**src/rtl/count_display_mux_pkg.sv**
```systemverilog
// Shared glyph patterns, digit-code encoding and converter state encoding for the display path.
// Latency: n/a (constants and a pure combinational decode function).
// Backpressure: n/a.
package count_display_pkg;

    // Active-low segment patterns, bit order {g,f,e,d,c,b,a}
    localparam logic [6:0] SEG_0     = 7'b1000000;
    localparam logic [6:0] SEG_1     = 7'b1111001;
    localparam logic [6:0] SEG_2     = 7'b0100100;
    localparam logic [6:0] SEG_3     = 7'b0110000;
    localparam logic [6:0] SEG_4     = 7'b0011001;
    localparam logic [6:0] SEG_5     = 7'b0010010;
    localparam logic [6:0] SEG_6     = 7'b0000010;
    localparam logic [6:0] SEG_7     = 7'b1111000;
    localparam logic [6:0] SEG_8     = 7'b0000000;
    localparam logic [6:0] SEG_9     = 7'b0010000;
    localparam logic [6:0] SEG_A     = 7'b0001000;
    localparam logic [6:0] SEG_B     = 7'b0000011;
    localparam logic [6:0] SEG_C     = 7'b1000110;
    localparam logic [6:0] SEG_D     = 7'b0100001;
    localparam logic [6:0] SEG_E     = 7'b0000110;
    localparam logic [6:0] SEG_F     = 7'b0001110;
    localparam logic [6:0] SEG_U     = 7'b1000001;
    localparam logic [6:0] SEG_BLANK = 7'b1111111;

    // Digit codes: 0..15 select the hex glyph of the same value
    typedef logic [4:0] digit_code_t;
    localparam digit_code_t CODE_ZERO  = 5'd0;
    localparam digit_code_t CODE_DOWN  = 5'd13;   // the 'd' glyph doubles as the down marker
    localparam digit_code_t CODE_U     = 5'd16;
    localparam digit_code_t CODE_BLANK = 5'd17;

    // Three-digit BCD result of the converter
    typedef struct packed {
        logic [3:0] hund;
        logic [3:0] tens;
        logic [3:0] units;
    } bcd_t;

    // Converter FSM encoding
    localparam logic [1:0] ST_IDLE  = 2'd0;
    localparam logic [1:0] ST_SHIFT = 2'd1;
    localparam logic [1:0] ST_DONE  = 2'd2;

    // Map a digit code to its active-low segment pattern; unknown codes render blank
    function automatic logic [6:0] seg_decode(input digit_code_t code);
        logic [6:0] s;
        case (code)
            5'd0:    s = SEG_0;
            5'd1:    s = SEG_1;
            5'd2:    s = SEG_2;
            5'd3:    s = SEG_3;
            5'd4:    s = SEG_4;
            5'd5:    s = SEG_5;
            5'd6:    s = SEG_6;
            5'd7:    s = SEG_7;
            5'd8:    s = SEG_8;
            5'd9:    s = SEG_9;
            5'd10:   s = SEG_A;
            5'd11:   s = SEG_B;
            5'd12:   s = SEG_C;
            5'd13:   s = SEG_D;
            5'd14:   s = SEG_E;
            5'd15:   s = SEG_F;
            5'd16:   s = SEG_U;
            default: s = SEG_BLANK;
        endcase
        return s;
    endfunction

endpackage

```
**src/rtl/count_display_mux_if.sv**
```systemverilog
// Bundles the count/mode inputs and the multiplexed display outputs of the display block.
// Latency: n/a (wires only).
// Backpressure: none; inputs are level-sampled every clock.
interface count_display_mux_if #(
    parameter int COUNT_SIZE = 8
);
    logic [COUNT_SIZE-1:0] count;
    logic                  up_dn;
    logic                  hex_mode;
    logic [3:0]            an;
    logic [6:0]            seg;
    logic                  dp;

    // Driver of the count (counter side / bench)
    modport master (
        output count, up_dn, hex_mode,
        input  an, seg, dp
    );

    // The display block itself
    modport slave (
        input  count, up_dn, hex_mode,
        output an, seg, dp
    );
endinterface

```
**src/rtl/count_display_mux_bin2bcd_seq.sv**
```systemverilog
// Sequential 8-bit binary to 3-digit BCD converter (double-dabble, one bit per clock).
// Latency: start accepted in IDLE, 8 SHIFT clocks, done_o high for the single DONE clock.
// Backpressure: start_i is ignored unless idle_o is high; no stall once started.
module bin2bcd_seq
    import count_display_pkg::*;
(
    input  logic       clk,
    input  logic       reset_n,
    input  logic       start_i,
    input  logic [7:0] bin_i,
    output logic       idle_o,
    output logic       done_o,
    output bcd_t       bcd_o
);

    logic [1:0]  state_q, state_d;
    logic [2:0]  cnt_q, cnt_d;
    logic [19:0] sr_q, sr_d;     // {hund, tens, units, binary}
    logic [19:0] sr_adj;

    // Add-3 correction on every BCD nibble that would overflow when doubled
    always_comb begin
        sr_adj = sr_q;
        if (sr_q[11:8] >= 4'd5)
            sr_adj[11:8] = sr_q[11:8] + 4'd3;
        if (sr_q[15:12] >= 4'd5)
            sr_adj[15:12] = sr_q[15:12] + 4'd3;
        if (sr_q[19:16] >= 4'd5)
            sr_adj[19:16] = sr_q[19:16] + 4'd3;
    end

    // Next-state logic: load on start, eight shifts, one DONE cycle
    always_comb begin
        state_d = state_q;
        cnt_d   = cnt_q;
        sr_d    = sr_q;
        case (state_q)
            ST_IDLE: begin
                if (start_i) begin
                    sr_d    = {12'd0, bin_i};
                    cnt_d   = 3'd0;
                    state_d = ST_SHIFT;
                end
            end
            ST_SHIFT: begin
                sr_d  = {sr_adj[18:0], 1'b0};
                cnt_d = cnt_q + 3'd1;
                if (cnt_q == 3'd7)
                    state_d = ST_DONE;
            end
            ST_DONE: begin
                state_d = ST_IDLE;
            end
            default: begin
                state_d = ST_IDLE;
            end
        endcase
    end

    // State registers; reset aborts any conversion in flight
    always_ff @(posedge clk or negedge reset_n) begin
        if (!reset_n) begin
            state_q <= ST_IDLE;
            cnt_q   <= 3'd0;
            sr_q    <= 20'd0;
        end else begin
            state_q <= state_d;
            cnt_q   <= cnt_d;
            sr_q    <= sr_d;
        end
    end

    assign idle_o = (state_q == ST_IDLE);
    assign done_o = (state_q == ST_DONE);
    assign bcd_o  = sr_q[19:8];

endmodule

```
**src/rtl/count_display_mux.sv**
```systemverilog
// Shows an 8-bit count in decimal or hex plus a direction glyph on a 4-digit multiplexed display.
// Latency: count/mode change to display register is 10 clocks; an/seg follow one clock after a scan tick.
// Backpressure: none; changes arriving during a conversion are picked up at the next IDLE compare.
module count_display_mux
    import count_display_pkg::*;
#(
    parameter int COUNT_SIZE  = 8,
    parameter int REFRESH_DIV = 5000
) (
    input  logic                clk,
    input  logic                reset_n,
    count_display_mux_if.slave  bus
);

    localparam int RW = (REFRESH_DIV > 1) ? $clog2(REFRESH_DIV) : 1;

    // Direction synchronizer
    logic up_meta_q, up_sync_q;

    // Snapshot of the value/mode being (or last) converted
    logic [COUNT_SIZE-1:0] snap_cnt_q;
    logic                  snap_hex_q;

    // Converter handshake
    logic conv_idle, conv_done, conv_start;
    bcd_t conv_bcd;

    // Display register: digits 2..0 from conversion, digit 3 from direction
    logic [2:0][4:0] disp_q, disp_d;
    digit_code_t     dir_q;

    // Scan state
    logic [RW-1:0] refresh_q;
    logic          refresh_wrap;
    logic          tick_q;
    logic [1:0]    idx_q;
    digit_code_t   cur_code;
    logic [3:0]    an_q;
    logic [6:0]    seg_q;

    // Two-flop synchronizer for the asynchronous-looking direction input
    always_ff @(posedge clk or negedge reset_n) begin
        if (!reset_n) begin
            up_meta_q <= 1'b0;
            up_sync_q <= 1'b0;
        end else begin
            up_meta_q <= bus.up_dn;
            up_sync_q <= up_meta_q;
        end
    end

    // A conversion starts only from IDLE, so mid-conversion changes wait for the next compare
    assign conv_start = conv_idle &&
                        ((bus.count != snap_cnt_q) || (bus.hex_mode != snap_hex_q));

    // Latch the exact value being converted so the display only ever shows held values
    always_ff @(posedge clk or negedge reset_n) begin
        if (!reset_n) begin
            snap_cnt_q <= '0;
            snap_hex_q <= 1'b0;
        end else if (conv_start) begin
            snap_cnt_q <= bus.count;
            snap_hex_q <= bus.hex_mode;
        end
    end

    bin2bcd_seq u_bin2bcd (
        .clk     (clk),
        .reset_n (reset_n),
        .start_i (conv_start),
        .bin_i   (bus.count[7:0]),
        .idle_o  (conv_idle),
        .done_o  (conv_done),
        .bcd_o   (conv_bcd)
    );

    // Build the new digit codes: hex straight from the snapshot, decimal with leading-zero blanking
    always_comb begin
        disp_d = disp_q;
        if (snap_hex_q) begin
            disp_d[2] = CODE_BLANK;
            disp_d[1] = {1'b0, snap_cnt_q[7:4]};
            disp_d[0] = {1'b0, snap_cnt_q[3:0]};
        end else begin
            disp_d[2] = (conv_bcd.hund == 4'd0) ? CODE_BLANK : {1'b0, conv_bcd.hund};
            disp_d[1] = ((conv_bcd.hund == 4'd0) && (conv_bcd.tens == 4'd0)) ?
                        CODE_BLANK : {1'b0, conv_bcd.tens};
            disp_d[0] = {1'b0, conv_bcd.units};
        end
    end

    // Display digits are written in one shot on the converter's DONE cycle
    always_ff @(posedge clk or negedge reset_n) begin
        if (!reset_n) begin
            disp_q <= {CODE_BLANK, CODE_BLANK, CODE_ZERO};
        end else if (conv_done) begin
            disp_q <= disp_d;
        end
    end

    // Direction glyph tracks the synchronized input independently of conversion
    always_ff @(posedge clk or negedge reset_n) begin
        if (!reset_n)
            dir_q <= CODE_BLANK;
        else
            dir_q <= up_sync_q ? CODE_U : CODE_DOWN;
    end

    assign refresh_wrap = (refresh_q == RW'(REFRESH_DIV - 1));

    // Refresh divider; the wrap becomes a one-cycle registered tick
    always_ff @(posedge clk or negedge reset_n) begin
        if (!reset_n) begin
            refresh_q <= '0;
            tick_q    <= 1'b0;
        end else begin
            refresh_q <= refresh_wrap ? '0 : refresh_q + RW'(1);
            tick_q    <= refresh_wrap;
        end
    end

    // Select the code for the digit about to be lit
    always_comb begin
        cur_code = CODE_BLANK;
        case (idx_q)
            2'd0:    cur_code = disp_q[0];
            2'd1:    cur_code = disp_q[1];
            2'd2:    cur_code = disp_q[2];
            default: cur_code = dir_q;
        endcase
    end

    // On each tick, load anode and segments together for the current slot, then advance the slot
    always_ff @(posedge clk or negedge reset_n) begin
        if (!reset_n) begin
            idx_q <= 2'd0;
            an_q  <= 4'b1111;
            seg_q <= SEG_BLANK;
        end else if (tick_q) begin
            an_q  <= ~(4'b0001 << idx_q);
            seg_q <= seg_decode(cur_code);
            idx_q <= idx_q + 2'd1;
        end
    end

    assign bus.an  = an_q;
    assign bus.seg = seg_q;
    assign bus.dp  = 1'b1;

endmodule

```
**src/flat_wrapper.sv**
```systemverilog
// flat-port wrapper written by rule: the top's interface ports become plain ports
module count_display_mux_flat import count_display_pkg::*;
#(
    parameter int COUNT_SIZE  = 8,
    parameter int REFRESH_DIV = 5000
)
  (clk, reset_n, bus_count, bus_up_dn, bus_hex_mode, bus_an, bus_seg, bus_dp);
  count_display_mux_if #(.COUNT_SIZE(COUNT_SIZE)) bus_i ();
  input  logic clk;
  input  logic reset_n;
  input wire logic [$bits(bus_i.count)-1:0] bus_count;
  input wire logic [$bits(bus_i.up_dn)-1:0] bus_up_dn;
  input wire logic [$bits(bus_i.hex_mode)-1:0] bus_hex_mode;
  output wire logic [$bits(bus_i.an)-1:0] bus_an;
  output wire logic [$bits(bus_i.seg)-1:0] bus_seg;
  output wire logic [$bits(bus_i.dp)-1:0] bus_dp;
  assign bus_i.count = bus_count;
  assign bus_i.up_dn = bus_up_dn;
  assign bus_i.hex_mode = bus_hex_mode;
  assign bus_an = bus_i.an;
  assign bus_seg = bus_i.seg;
  assign bus_dp = bus_i.dp;
  count_display_mux #(.COUNT_SIZE(COUNT_SIZE), .REFRESH_DIV(REFRESH_DIV)) u_core (.clk(clk), .reset_n(reset_n), .bus(bus_i));
endmodule
```
**config.mk**
```make
export PLATFORM = sky130hd
export DESIGN_NAME = count_display_mux_flat
export DESIGN_NICKNAME = d
export VERILOG_FILES = /design/src/rtl/count_display_mux_pkg.sv /design/src/rtl/count_display_mux_if.sv /design/src/rtl/count_display_mux_bin2bcd_seq.sv /design/src/rtl/count_display_mux.sv /design/src/flat_wrapper.sv
export SDC_FILE = /design/constraint.sdc
export NUM_CORES = 1
export LEC_CHECK = 0
export CAP_MARGIN = 20
export CORE_ASPECT_RATIO = 0.75
export CORE_MARGIN = 2
export CORE_UTILIZATION = 35
export DETAILED_ROUTE_END_ITERATION = 12
export MAX_ROUTING_LAYER = met4
export PLACE_DENSITY = 0.59
export SLEW_MARGIN = 0
export SYNTH_ARGS = -nofsm -noshare
export SYNTH_HDL_FRONTEND = slang
export SYNTH_SLANG_ARGS = --single-unit
```
**constraint.sdc**
```tcl
create_clock -name clk -period 3.86 [get_ports clk]
set_input_delay 1.158 -clock clk [delete_from_list [all_inputs] [get_ports clk]]
set_output_delay 1.158 -clock clk [all_outputs]
set_load 0.02 [all_outputs]
```
# == Word-level counts from Yosys, hierarchy flattened ==
# Memory sizes are Yosys's and may differ from the RTL's. A register that Yosys moved wholly into a read port is not among the register bits.
# Cells that the tools add are included.
# word_totals
reg_bits,76
out_inout_bits,12
word_cells,64
memories,1
romBits,224
# mem_list
memory,depth,width,rd,rd_ports_with_merged_regs,write_ports,line_no,text
(no name shown),32,7,1,1,0,count_display_mux_pkg.sv:48,case (code)
# classes
n_lt_le_gt_ge,3
eq_ne,10
n_reduce_logical,11
n_bitwise,1
shifts,1
add_sub_neg,6
muxes,16
# op_table
cell,n
case mux 20 bit (2 select lines),1
2-to-1 mux 20 bit,1
2-to-1 mux 15 bit,1
2-to-1 mux 5 bit,3
case mux 5 bit (3 select lines),1
"adder 13 x 1 -> 13 bit, second input constant",1
"equality test 13 bit, second input constant",1
2-to-1 mux 13 bit,1
"greater-or-equal comparator 4 x 3 -> 1 bit, second input constant",3
"adder 4 x 2 -> 4 bit, second input constant",2
logical NOT 4 bit,2
2-to-1 mux 4 bit,2
!= test 8 bit,1
2-to-1 mux 3 bit,2
case mux 3 bit (2 select lines),1
"equality test 2 x 1 -> 1 bit, second input constant",2
"equality test 2 bit, second input constant",2
logical NOT 2 bit,2
2-to-1 mux 2 bit,2
"!= test 2 bit, second input constant",2
inverter 4 bit,1
case mux 2 bit (2 select lines),1
AND reduction 2 bit,2
"left shift 1 x 2 -> 4 bit, first input constant",1
9 further kinds,10

# == Depth between registers and ports, before layout ==
# Gate-level depths: netlist (run 1).
# depth
ltp_word,5
mapped_depth,11

# == Cells and area by module ==
# From an unflattened synthesis (run 1), not the netlist that was laid out.
# unflattened
hier_cells,391
area_unflattened_um2,4121.5
# by_module_without_submodules
mod,cells_each,area_each_um2,instances
count_display_mux,258,2768.9,1
bin2bcd_seq,133,1352.5,1

# == Worst setup path after synthesis (run 1) ==
# OpenSTA, ideal clock, no wires.
# synth_path
path_kind,input to register
from,input port bus_hex_mode
to,register u_core.u_bin2bcd.sr_q[2]
setup_ns,0.133
setup_slack_ns,1.520
arrival_ns,2.207
required_ns,3.727
path_stages,6
path_cell_list,xor2_1 nor4_1 a311oi_2 buf_2 a22oi_1 o21ai_0
# synth_via
elab_chain_cells,5
# synth_rtl
item,line_no,text
"start, declared",flat_wrapper.sv:13,input wire logic [$bits(bus_i.hex_mode)-1:0] bus_hex_mode;
!= test 1 bit,count_display_mux.sv:54,((bus.count != snap_cnt_q) || (bus.hex_mode != snap_hex_q));
logical OR 1 bit,count_display_mux.sv:54,
logical AND 1 bit,count_display_mux.sv:53,assign conv_start = conv_idle &&
!= test 2 bit (no line),--,
AND reduction 2 bit (no line),--,
"end signal, assigned",count_display_mux_bin2bcd_seq.sv:69,sr_q <= sr_d;
"end, declared",count_display_mux_bin2bcd_seq.sv:18,"logic [19:0] sr_q, sr_d;"
# Every way passes these cells.
# A chain may end at the register's enable or synchronous reset.

# == Final worst setup path (run 1) ==
# layout_path
from,register u_core.idx_q[0]
to,"register u_core.seg_q[4], in the netlist u_core.bus.seg[4]"
# layout_via
elab_chain_cells,2
# layout_rtl
item,line_no,text
"start, declared",count_display_mux.sv:36,logic [1:0] idx_q;
"start signal, assigned",count_display_mux.sv:142,idx_q <= idx_q + 2'd1;
"equality test 2 bit, or another cell as far along",count_display_mux.sv:125,case (idx_q)
case mux 5 bit (3 select lines) *,count_display_mux.sv:125,
"end, declared",count_display_mux.sv:39,logic [6:0] seg_q;
# Every way passes the cells marked *; elsewhere a longest branch is shown, timed or not.

==> results of run 1 <==
## cells in the mapped netlist (all sizes together), types with 2 or more instances
library cell  number
o31ai              3
o32ai              2
a22oi              8
buf                7
and2               2
o221ai             4
mux2i             10
and3               2
nand4              3
nand3             11
nand2             50
a31oi              2
xnor2              8
a21oi             17
nor3               5
clkbuf            11
o21ai             35
a21o               2
xor2              18
a22o               3
nor3b              2
mux2              10
dfrtp             63
inv               19
dfstp             17
nor2              27
ha                21
nor2b              3
o22ai              9
nand2b             8
o211ai             2
## state kept, by name, summed over array words and instances (netlist names)
signal / cells
u_core.u_bin2bcd.sr_q: 20
u_core.disp_q: 14
u_core.refresh_q: 13
u_core.snap_cnt_q: 8
u_core.bus.seg: 7
u_core.bus.an: 4
u_core.dir_q: 3
u_core.u_bin2bcd.cnt_q: 3
u_core.idx_q: 2
u_core.u_bin2bcd.state_q: 2
u_core.snap_hex_q: 1
u_core.tick_q: 1
u_core.up_meta_q: 1
u_core.up_sync_q: 1
## where the power goes
part | internal, mW | total, mW | leakage [nW] | switching [mW]
clock | 0.518 | 0.838 | 0.140 | 0.320
combinational | 0.519 | 1.14 | 0.898 | 0.626
sequential | 1.09 | 1.32 | 0.965 | 0.230
total | 2.13 | 3.31 | 2.00 | 1.18
## cells by family (layout without fill, tap and decap cells)
kind of cell    count (synthesis)  after routing  share of synthesized area
compound gates                 95             95                     0.1495
xor+xnor                       26             26                    0.05668
fa+ha+maj                      21             21                    0.06540
buf+inv                        37             61                    0.03862
flops                          80             80                     0.5036
mux                            20             20                    0.05294
other cells                     1              1                  0.0009334
simple gates                  117            117                     0.1324
## critical path, delay by kind of cell (launching register included)
family          cells  cell delay [ps]
fa+ha+maj           2              610
compound gates      4             1350
simple gates        2              160
flops               1              430
buf+inv             1               90
## path summary, 6_finish.rpt
check,end,slack (ps),cells past startpoint
min in group asynchronous,u_core.u_bin2bcd.sr_q[14],750,1
max in group asynchronous,u_core.bus.seg[1],2480,2
max reg2reg,u_core.bus.seg[4],1120,9
min reg2reg,u_core.dir_q[4],390,0
min,u_core.dir_q[4],390,0
max,u_core.bus.seg[4],1120,9
## cell type report
type                            instances  area [µm²]  share of cell area
Sequential cell                        80        2023              0.4307
Multi-Input combinational cell        280        1851              0.3940
Timing Repair Buffer                   26       284.0             0.06047
Clock buffer                           13       250.2             0.05328
Tap cell                              140       175.2             0.03729
Inverter                               19       71.32             0.01518
Clock inverter                          3       42.54            0.009057
## metal layers
layer,global-route usage,part of all wire,wire length [µm]
met4,0.04311,0.0058,46
met5,-,0,0
met1,0.2023,0.52,4115
met2,0.2028,0.44,3440
met3,0.04148,0.036,280
==> impl_metrics.tcl, run 1 <==
set metrics [dict create \
    nets 449 \
    cts_inserted_buffers 9 \
    dpl.cell_count 543 \
    n_antenna_cell 0 \
    cts_tree "yes" \
    layout_commonest_cell "dfrtp_1" \
    htreeDepth 3 \
    drv_cap 0 \
    cts.reportedPaths.clkPinSlew_ps 60 \
    overflow 0 \
    fp.dieH_um 96.79 \
    core_area_um2 11070 \
    cpMaxStageDelayCell "o21ai_0" \
    clock_latency_ps 340 \
    rows 33 \
    design_area_um2 4697 \
    hold_start "u_core.up_sync_q" \
    fin_tns_setup_ps 0 \
    grt_pass1_wl_um 13930 \
    clkSinkCount 80 \
    rsz0062_at_grt "no" \
    cts_root_buf "clkbuf_16" \
    end_kind "flip-flop" \
    vias_per_cell 5.087 \
    netlist_instances 397 \
    syn_avg_cell_area_um2 10.12 \
    worstMarginPinSlew_ps 802.4 \
    die_x_um 127.7 \
    start_kind "flip-flop" \
    ctsHoldBuffers 0 \
    num_vias 2854 \
    finalCriticalPeriod_ps 2736 \
    r2r-start "u_core.idx_q[0]" \
    relSlewSlack 0.4651 \
    yosysTopAreaCell "dfrtp_1" \
    p_leak_nw 2.003 \
    final_cells 561 \
    fmax_mhz 365.4 \
    status "complete, no violations" \
    final_core_util 0.4245 \
    port_buffers 22 \
    wl_per_cell_um 14.05 \
    grt_pass1_vias 2891 \
    final_cell_mix "63 x dfrtp_1, 50 x nand2_1, 33 x o21ai_0, 27 x nor2_1" \
    ys_seq_area_frac 0.5036 \
    hold_ws_ps 392.0 \
    critPathMaxStageDelay_ps 490 \
    num_io_pins 24 \
    total_power_mw 3.306 \
    syn_area_um2 4018 \
    synth-edff-count 0 \
    crit_chain "inv_1 -> ha_1 -> a222oi_1 -> nand2_1 -> o21ai_0 -> ha_1 -> nand2_1 -> o21ai_0 -> o22ai_1" \
    drt_iter0_drc 205 \
    grt_usage 0.1444 \
    drc 0 \
    cp.arrival_ps 2970 \
    ys_top_cells_by_area "dfrtp_1 39%, dfstp_2 11%, ha_1 6.5%" \
    post_cts_resized 0 \
    setup_viol 0 \
    synthDistinctLibCells 50 \
    routed_wl_um 7882 \
    ys_ff_latch 80 \
    fillers 1076 \
    drive_gt1_frac 0.1164 \
    crit_type "flip-flop to flip-flop" \
    clockBufferDepth 2 \
    hp-class "flip-flop to flip-flop" \
    yosysTopAreaCellShare 0.3924 \
    dp_hpwl_um 5343 \
    drtAntennaViolNets 0 \
    antenna_found_initial 0 \
    cp_data_required_time_ps 4100 \
    fin_ws_ps 1124 \
    fin_skew_ps 8.185 \
    path_max_fanout 7 \
    ys_warn_count 0 \
    finalHoldViolCount 0 \
    cts_setup_buffers 0 \
    gp_congestion 0.8321 \
    async_reset_ff_frac 1.000 \
    slew_violations 0 \
    synth_nets 430 \
    fin_crit_sh 0.7089 \
    areaGrowthSynthToFinish_pct 16.91 \
    initial_core_util 0.3631 \
    p_per_area_nw_per_um2 703.8 \
    pre_cts_ws_ps 765.4 \
    die_area_um2 12360 \
    dr.pass1.iters 4 \
    grt_max_degree 81 \
    placed_area_um2 4365 \
    synth_ff_type "dfrtp_1" \
    max-vdd-ir-drop_mv 0.2861 \
    critPathLaunch "u_core.idx_q[0]" \
]
Power figures use the tool's default switching activity.
==> run 2: changes to the inputs <==
--- a/config.mk
+++ b/config.mk
@@ -11,7 +11,7 @@
 export CORE_UTILIZATION = 35
 export DETAILED_ROUTE_END_ITERATION = 12
 export MAX_ROUTING_LAYER = met4
-export PLACE_DENSITY = 0.59
+export PLACE_DENSITY = 0.61
 export SLEW_MARGIN = 0
 export SYNTH_ARGS = -nofsm -noshare
 export SYNTH_HDL_FRONTEND = slang
==> constraint.sdc (replaced) <==
create_clock -name clk -period 2.3 [get_ports clk]
set_input_delay 0.69 -clock clk [delete_from_list [all_inputs] [get_ports clk]]
set_output_delay 0.69 -clock clk [all_outputs]
set_load 0.02 [all_outputs]
==> run 2 against run 1 <==
Net effect:
- via count up 5.7%
- worst setup slack worse by 1100 ps
- clock-buffer cell count unchanged
- flip-flop and latch count unchanged
- first-iteration DRC count up 23%
- non-clock buffer count up 36
- worst hold slack worse by 43 ps
- design area up 7.0%
- power up 79%
- largest power group is now combinational cells
==> impl_metrics.tcl, run 2 (synthesis results as in run 1) <==
set metrics [dict create \
    swShare 0.3545 \
    reg2reg_depth 10 \
    grt_usage 0.1493 \
    placed_area_um2 4558 \
    gp_congestion 0.8374 \
    top_regs "u_core.u_bin2bcd.sr_q x20, u_core.disp_q x14, u_core.refresh_q x13" \
    cpMaxStageDelayCell "clkdlybuf4s50_1" \
    fp.dieH_um 96.79 \
    max-vdd-ir-drop_mv 0.5027 \
    start_kind "input port" \
    p_leak_nw 2.212 \
    holdPathStages 0 \
    overflow 0 \
    total_power_mw 5.929 \
    areaGrowthSynthToFinish_pct 25.07 \
    dr.pass1.iters 4 \
    p_sw_mw 2.102 \
    cts_root_buf "clkbuf_16" \
    layout_commonest_cell "dfrtp_1" \
    grt_max_degree 81 \
    rows 33 \
    final_cells 597 \
    crit_type "input port to flip-flop" \
    final_cell_mix "63 x dfrtp_1, 50 x nand2_1, 37 x buf_4, 28 x o21ai_0, 27 x nor2_1" \
    slew_violations 0 \
    fillers 1050 \
    n_antenna_cell 0 \
    worstMarginPinSlew_ps 712.1 \
    fin_tns_setup_ps 0 \
    die_x_um 127.7 \
    vias_per_cell 5.055 \
    initial_core_util 0.3631 \
    p_int_mw 3.827 \
    regMostFlops "u_core.u_bin2bcd.sr_q" \
    drtAntennaViolNets 0 \
    largest_register_ffs 20 \
    clockBufferDepth 2 \
    core_area_um2 11070 \
    antenna_found_initial 0 \
    drc 0 \
    drv_cap 0 \
    cts.reportedPaths.clkPinSlew_ps 60 \
    cp.arrival_ps 2460 \
    grt_pass1_vias 2966 \
    drive_gt1_frac 0.2210 \
    clock_power_share 0.242 \
    num_io_pins 24 \
    dp_hpwl_um 5870 \
    num_vias 3018 \
    cts_inserted_buffers 9 \
    port_buffers 22 \
    htreeDepth 3 \
    dpl.cell_count 567 \
    sequentialPowerShare 0.372 \
    finalCriticalPeriod_ps 2234 \
    p_comb_frac 0.386 \
    wl_per_cell_um 14.14 \
    path_max_fanout 13 \
    crit_chain "clkdlybuf4s50_1 -> xor2_1 -> nor3_2 -> a311oi_4 -> buf_12 -> buf_4 -> nor2_1 -> mux2_2" \
    routed_wl_um 8441 \
    fmax_mhz 447.7 \
    die_area_um2 12360 \
    relSlewSlack 0.5252 \
    status "complete, no violations" \
    cp_data_required_time_ps 2520 \
    clock_latency_ps 340 \
    fin_crit_sh 0.9712 \
    clkSinkCount 80 \
    finalHoldViolCount 0 \
    hp-class "flip-flop to flip-flop" \
    nets 485 \
    critPathMaxStageDelay_ps 530 \
    grt_pass1_wl_um 14370 \
    p_per_area_nw_per_um2 1180 \
    cts_tree "yes" \
    drt_iter0_drc 252 \
    end_kind "flip-flop" \
    fin_skew_ps 4.967 \
    ctsHoldBuffers 0 \
    design_area_um2 5025 \
    setup_viol 0 \
]
run 2: path summary, 6_finish.rpt:
check	startpoint	to	slack, ps
worst max register to register	u_core.idx_q[1]	u_core.bus.seg[0]	80
worst min-delay path	u_core.up_meta_q	u_core.up_sync_q	350
worst max-delay path	bus_count[4]	u_core.u_bin2bcd.cnt_q[0]	70
min in group asynchronous	reset_n	u_core.idx_q[1]	370
worst min register to register	u_core.up_meta_q	u_core.up_sync_q	350
max in group asynchronous	reset_n	u_core.bus.seg[1]	1570
run 2: stage by stage:
step	setup slack (ps)	hold slack, ps	util
6_report	66.25	348.8	0.4541
4_1_cts	5.347	353.9	0.4401
3_3_place_gp	-359.8	339.3	0.4119
5_1_grt	-20.34	356.3	0.4541
2_1_floorplan	24.83	331.2	-
3_5_place_dp	-457.0	341.1	0.4119
run 2: worst max-delay path, delay by kind of cell:
family	cells	cell delay, ps
AND/OR/NAND/NOR	2	150
AO/OA/AOI/OAI	1	320
XOR/XNOR	1	190
multiplexers	1	270
buffers and inverters	3	830
run 2: metal layers:
layer | track usage | vias to the layer above | wire, µm
met3 | 0.04204 | 14 | 275
met5 | - | - | 0
met2 | 0.2077 | 43 | 3732
met4 | 0.04480 | 0 | 114
met1 | 0.2118 | 1476 | 4318
li1 | - | 1485 | -
run 2: power groups by stage:
stage	Sequential, mW	Clock (mW)	Combinational [mW]
5_1_grt	2.26	1.53	2.57
2_1_floorplan	2.08	0	1.57
3_3_place_gp	2.20	0	2.02
4_1_cts	2.20	1.47	2.11
6_report	2.21	1.43	2.29
3_5_place_dp	2.22	0	2.08
run 2: area by class of cell:
class / count / area (µm²) / area share
sequential: 80 / 2023 / 0.4026
multi-input combinational: 280 / 1899 / 0.3780
timing repair buffer: 62 / 555.5 / 0.1106
clock buffer: 13 / 260.3 / 0.05179
tap: 140 / 175.2 / 0.03486
inverter: 19 / 71.32 / 0.01419
clock inverter: 3 / 40.04 / 0.007968
run 2: repair_timing:
| item | in CTS | in global routing |
|---|---|---|
| endpoints found under the setup margin | 4 | 10 |
| pin swaps | 1 | 7 |
| buffers inserted | 0 | 14 |
| resized for setup | 2 | 21 |
==> run 3: changes to the inputs <==
--- a/config.mk
+++ b/config.mk
@@ -9,6 +9,7 @@
 export CORE_ASPECT_RATIO = 0.75
 export CORE_MARGIN = 2
 export CORE_UTILIZATION = 35
+export CTS_CLUSTER_DIAMETER = 150
 export DETAILED_ROUTE_END_ITERATION = 12
 export MAX_ROUTING_LAYER = met4
 export PLACE_DENSITY = 0.61
==> results of run 3 <==
Same layout as run 2: the final DEF is identical, and so are final timing and power.
